==> config.mk <==
export PLATFORM = sky130hd
export DESIGN_NAME = crazy_elevator_ctrl
export DESIGN_NICKNAME = d
export VERILOG_FILES = /design/src/rtl/crazy_elevator_ctrl.sv
export SDC_FILE = /design/constraint.sdc
export NUM_CORES = 1
export LEC_CHECK = 0
export ABC_CLOCK_PERIOD_IN_PS = 3950
export CAP_MARGIN = 25
export CORE_MARGIN = 2
export CORE_UTILIZATION = 57
export CTS_CLUSTER_SIZE = 40
export DETAILED_ROUTE_END_ITERATION = 10
export PLACE_DENSITY = 0.91
export RECOVER_POWER = 25
export SKIP_CTS_REPAIR_TIMING = 1
export SLEW_MARGIN = 40
export SYNTH_ARGS = -nofsm -noshare
export SYNTH_HDL_FRONTEND = slang
export SYNTH_SLANG_ARGS = --single-unit
export TNS_END_PERCENT = 5
==> constraint.sdc <==
create_clock -name clk -period 3.95 [get_ports clk]
set_input_delay 0.79 -clock clk [delete_from_list [all_inputs] [get_ports clk]]
set_output_delay 0.79 -clock clk [all_outputs]
set_load 0.01 [all_outputs]
==> src/rtl/crazy_elevator_ctrl.sv <==
// rtl/crazy_elevator_ctrl.sv - four-floor elevator controller
// Collects floor calls into a pending vector and services them with a direction-preferring FSM.
module crazy_elevator_ctrl #(
   parameter int unsigned TRAVEL_CYCLES = 8,
   parameter int unsigned DOOR_CYCLES   = 6
) (
   input  logic       clk,
   input  logic       rst_n,
   input  logic [3:0] call_req,
   output logic [1:0] floor,
   output logic       motor_up,
   output logic       motor_down,
   output logic       door_open,
   output logic [3:0] pending,
   output logic       busy
);

   typedef enum logic [1:0] {
      S_IDLE      = 2'd0,
      S_MOVE_UP   = 2'd1,
      S_MOVE_DOWN = 2'd2,
      S_DOOR      = 2'd3
   } state_t;

   state_t      state_q, state_d, sel_state;
   logic [1:0]  floor_q, floor_d, floor_up, floor_dn;
   logic [3:0]  pending_q, pending_d, drop_mask, clr_mask;
   logic [15:0] cnt_q, cnt_d;
   logic        dir_q, dir_d;
   logic        above, below, arrive, travel_done, door_done;

   always_ff @(posedge clk or negedge rst_n) begin
      if (!rst_n) begin
         state_q   <= S_IDLE;
         floor_q   <= 2'd0;
         pending_q <= 4'b0000;
         dir_q     <= 1'b1;
         cnt_q     <= 16'd0;
      end else begin
         state_q   <= state_d;
         floor_q   <= floor_d;
         pending_q <= pending_d;
         dir_q     <= dir_d;
         cnt_q     <= cnt_d;
      end
   end

   always_comb begin
      above       = 1'b0;
      below       = 1'b0;
      state_d     = state_q;
      floor_d     = floor_q;
      arrive      = 1'b0;
      floor_up    = floor_q + 2'd1;
      floor_dn    = floor_q - 2'd1;
      travel_done = (cnt_q == 16'(TRAVEL_CYCLES - 1));
      door_done   = (cnt_q == 16'(DOOR_CYCLES - 1));

      for (int i = 0; i < 4; i++) begin
         if (pending_q[i] && (2'(i) > floor_q)) above = 1'b1;
         if (pending_q[i] && (2'(i) < floor_q)) below = 1'b1;
      end

      // Keep going the current way while work remains there, otherwise prefer down.
      if (dir_q && above)  sel_state = S_MOVE_UP;
      else if (below)      sel_state = S_MOVE_DOWN;
      else if (above)      sel_state = S_MOVE_UP;
      else                 sel_state = S_IDLE;

      case (state_q)
         S_IDLE: state_d = pending_q[floor_q] ? S_DOOR : sel_state;
         S_MOVE_UP: begin
            if (travel_done) begin
               arrive  = 1'b1;
               floor_d = floor_up;
               if (pending_q[floor_up]) state_d = S_DOOR;
            end
         end
         S_MOVE_DOWN: begin
            if (travel_done) begin
               arrive  = 1'b1;
               floor_d = floor_dn;
               if (pending_q[floor_dn]) state_d = S_DOOR;
            end
         end
         S_DOOR: if (door_done) state_d = sel_state;
         default: state_d = S_IDLE;
      endcase

      if ((state_d != state_q) || arrive || (state_q == S_IDLE)) cnt_d = 16'd0;
      else                                                       cnt_d = cnt_q + 16'd1;

      if (state_d == S_MOVE_UP)        dir_d = 1'b1;
      else if (state_d == S_MOVE_DOWN) dir_d = 1'b0;
      else                             dir_d = dir_q;

      // A call for the floor whose door is already open is simply ignored.
      drop_mask = (state_q == S_DOOR) ? (4'b0001 << floor_q) : 4'b0000;
      clr_mask  = ((state_d == S_DOOR) && (state_q != S_DOOR)) ? (4'b0001 << floor_d) : 4'b0000;
      pending_d = (pending_q | (call_req & ~drop_mask)) & ~clr_mask;
   end

   assign floor      = floor_q;
   assign pending    = pending_q;
   assign motor_up   = (state_q == S_MOVE_UP);
   assign motor_down = (state_q == S_MOVE_DOWN);
   assign door_open  = (state_q == S_DOOR);
   assign busy       = (state_q != S_IDLE);

endmodule

==> results.md <==
* Worst EP required at 4.20 ns
* Final setup TNS at 0 ns
* R2R setup slack at around 0.9 ns
* GR Util All Layers at 0.248
* Worst hold start: cnt_q[0]
* Global-route wire length before repair at around 6500 microns
* ANT cells at 0
* RR Endpoint: pending[1]
* CTS Sinks at 25
* CP peak stage delay at approximately 0.58 ns
* Part of the power in combinational logic at 0.550
* Proportion of layout cells with a drive suffix above 1 at 0.113
* Clock power frac at 0.122
* Worst EP arrival at 3.31 ns
* Peak VDD IR at ~0.31 mV
* P_int at 0.000569 W
* Place WS at ~0.97 ns
* Initial Util at 0.610
* Worst r2r src: floor[0]
* Post-route antenna net violation count at 0
* Endpoint of the worst hold path: cnt_q[0]
* Initial antenna violation count at 0
* Synthesized net count at just under 200
* H-Tree Depth at 1
* Sequential area share after synthesis at 0.363
* Vias post-DR at between 1000 and 1500
* CP max FO at 9
* I/O pin count at 16
* Number of flops mapped to enable cells by yosys at 0
* Slew @ Worst Pin at around 1.3 ns
* Final nets at 215
* Fin. max-slew vios at 0
* LEAKAGE at 0.795 nW
* Clock-pin slew of the registers on the worst-case setup and hold paths at ~0.15 ns
* Mapped Area at about 0.0017 sq mm
* Mapped Cells at 178
* Die W at approximately 60 microns
* CTS max path bufs at 2
* Largest net degree at the start of global routing at 26
* Worst reg2reg path depth at 12
* Cell area power density at 533 mW/mm^2
* Register bit total from synthesis at 25
* CTS tree: done
* First drt pass iteration count at 4
* Most frequent cells in the layout: nor2_1 (25), dfrtp_1 (24), nand2_1 (14), ha_1 (14), clkdlybuf4s50_1 (14)
* Crit path from: floor[0]
* Post-Syn Area per Cell at around 9.7 sq um
* Pwr Total at between 0.001 and 0.0015 W
* Die Area at 0.00349 sq mm
* Cells along the critical path: inv_1, ha_1, and2_1, o31a_2, or4_4, nand2_1, a211oi_1, nor2_1, ha_1, nor2b_1, nand2_1, o22a_1
* Wire per inst at approximately 17 microns
* Hold Path Depth at 1
* Share of power burned in registers at 0.328
* Register area at about 630 sq um
* Worst Hold Class: reg2reg
* Final Setup Violations at 0
* Multi-input gate area at ~0.0010 sq mm
* Switching share of total power at 0.444
* Fmax at around 330 MHz
* Die Span Y at ~59 microns
* Placeable Area at approximately 0.0028 sq mm
* Area delta synth->final at 11.1%
* Net Sw Power at 0.000453 W
* Status: finished clean
* GRT overflow at 0
* IO Port Bufs at 15
* Slowest cell on the critical path: dfrtp_1
* Top FF cell, synth: dfrtp_1
* Post-DP HPWL at 2950 microns
* DP Cell Count at around 220
* DR iter-0 viols at roughly 150
* Largest area contributor in the netlist: dfrtp_1
* Relative slew slack at 0.122
* Clock skew at 0.0185 ns
* Residual DRC at 0
* Synth top area share at 0.348
* CTS buffer count at 3
* Critical Path Start Type: register
* Final WS setup at 0.896 ns
* MaxCap Viol Count at 0
* Fillers at 223
* Clock root buffer: clkbuf_4
* Hold Violations, Final at 0
* Post-route clock period utilization at 0.773
* Via/cell ratio at ~6.3
* WS Path Type: reg2reg
* Commonest non-fill, non-tap cell in the layout: nor2_1
* RSZ-0062 raised after global routing: false
* Row count at 19
* Clk_lat worst skew at around 0.34 ns
* Top cells by area, synth: dfrtp_1 (35%), ha_1 (10%), nor2_1 (5.4%)
* Synth unique cells at 45
* Fin crit period at 3.05 ns
* GPL Wtd Cong at 0.963
* Crit path capture type: register
* Number of global-route vias before repair at ~1400
* DRT Wirelength at between 3000 and 4000 microns
* Synth warn at 0
* Non-filler cells, final at 225
* Synth async-reset ratio at 1.00
-- how the worst max path moves through the flow --
stage / endpoint / slack (ns) / depth (start not counted)
2_1_floorplan: pending[1] / 1.14 / 12
3_3_place_gp: pending[1] / 1.10 / 12
3_5_place_dp: pending[1] / 0.97 / 12
4_1_cts: pending[1] / 0.92 / 12
5_1_grt: dir_q / 0.68 / 10
6_report: pending[1] / 0.90 / 12
-- layout make-up --
class                           count  area share
Clock buffer                        3      0.0117
Tap cell                           31      0.0202
Timing Repair Buffer               15      0.0750
Multi-Input combinational cell    140       0.542
Sequential cell                    25       0.327
Inverter                           10      0.0196
Clock inverter                      1     0.00457
-- power groups by stage --
stage	Combinational, W	Clock (W)	Sequential [W]
after floorplan	0.000426	0	0.000329
after global placement	0.000529	0	0.000335
after detailed placement	0.000554	0	0.000338
after CTS	0.000558	0.000127	0.000333
after global routing	0.000618	0.000136	0.000341
final	0.000562	0.000125	0.000335
-- critical path, delay by kind of cell (launching register included) --
kind	cells	cell delay, ns
fa+ha+maj	2	0.39
flops	1	0.58
simple gates	6	1.19
compound gates	3	0.63
buf+inv	1	0.17
-- cell usage after synthesis (2+ instances only) --
cell type	instances
nand4_1	4
and3_1	3
and4_2	2
a21oi_1	7
o21ai_0	7
a21boi_0	2
a31oi_1	4
nand2_1	14
inv_1	10
mux4_2	3
xnor2_1	4
clkbuf_1	2
nor3b_1	3
nor2b_1	3
ha_1	14
nand3_1	11
dfrtp_1	24
nor2_1	25
xor2_1	10
-- kinds of logic after synthesis --
logic type      after synthesis  share of synthesized area
compound gates               32                      0.129
buf+inv                      13                     0.0348
xor+xnor                     14                     0.0710
flops                        25                      0.363
simple gates                 76                      0.255
fa+ha+maj                    14                      0.101
mux                           4                     0.0456
-- layer usage --
metal,track usage,up-vias,share of wire
met4,0.0812,0,0.016
met1,0.325,687,0.43
met5,0,-,0
met3,0.0153,9,0.036
li1,-,665,-
met2,0.438,46,0.52
-- flip-flops by register name (all words and copies together), names as in the netlist --
register / cells
floor: 2
state_q: 2
pending: 4
cnt_q: 16
dir_q: 1
-- stage by stage --
step | hold WS [ns] | area [sq um] | util
floorplan | 0.484 | 1730 | -
global placement | 0.518 | 1890 | 0.669
detailed placement | 0.526 | 1890 | 0.667
CTS | 0.422 | 1920 | 0.678
global route | 0.596 | 1920 | 0.678
finish | 0.544 | 1920 | 0.678
Power figures use the tool's default switching activity.
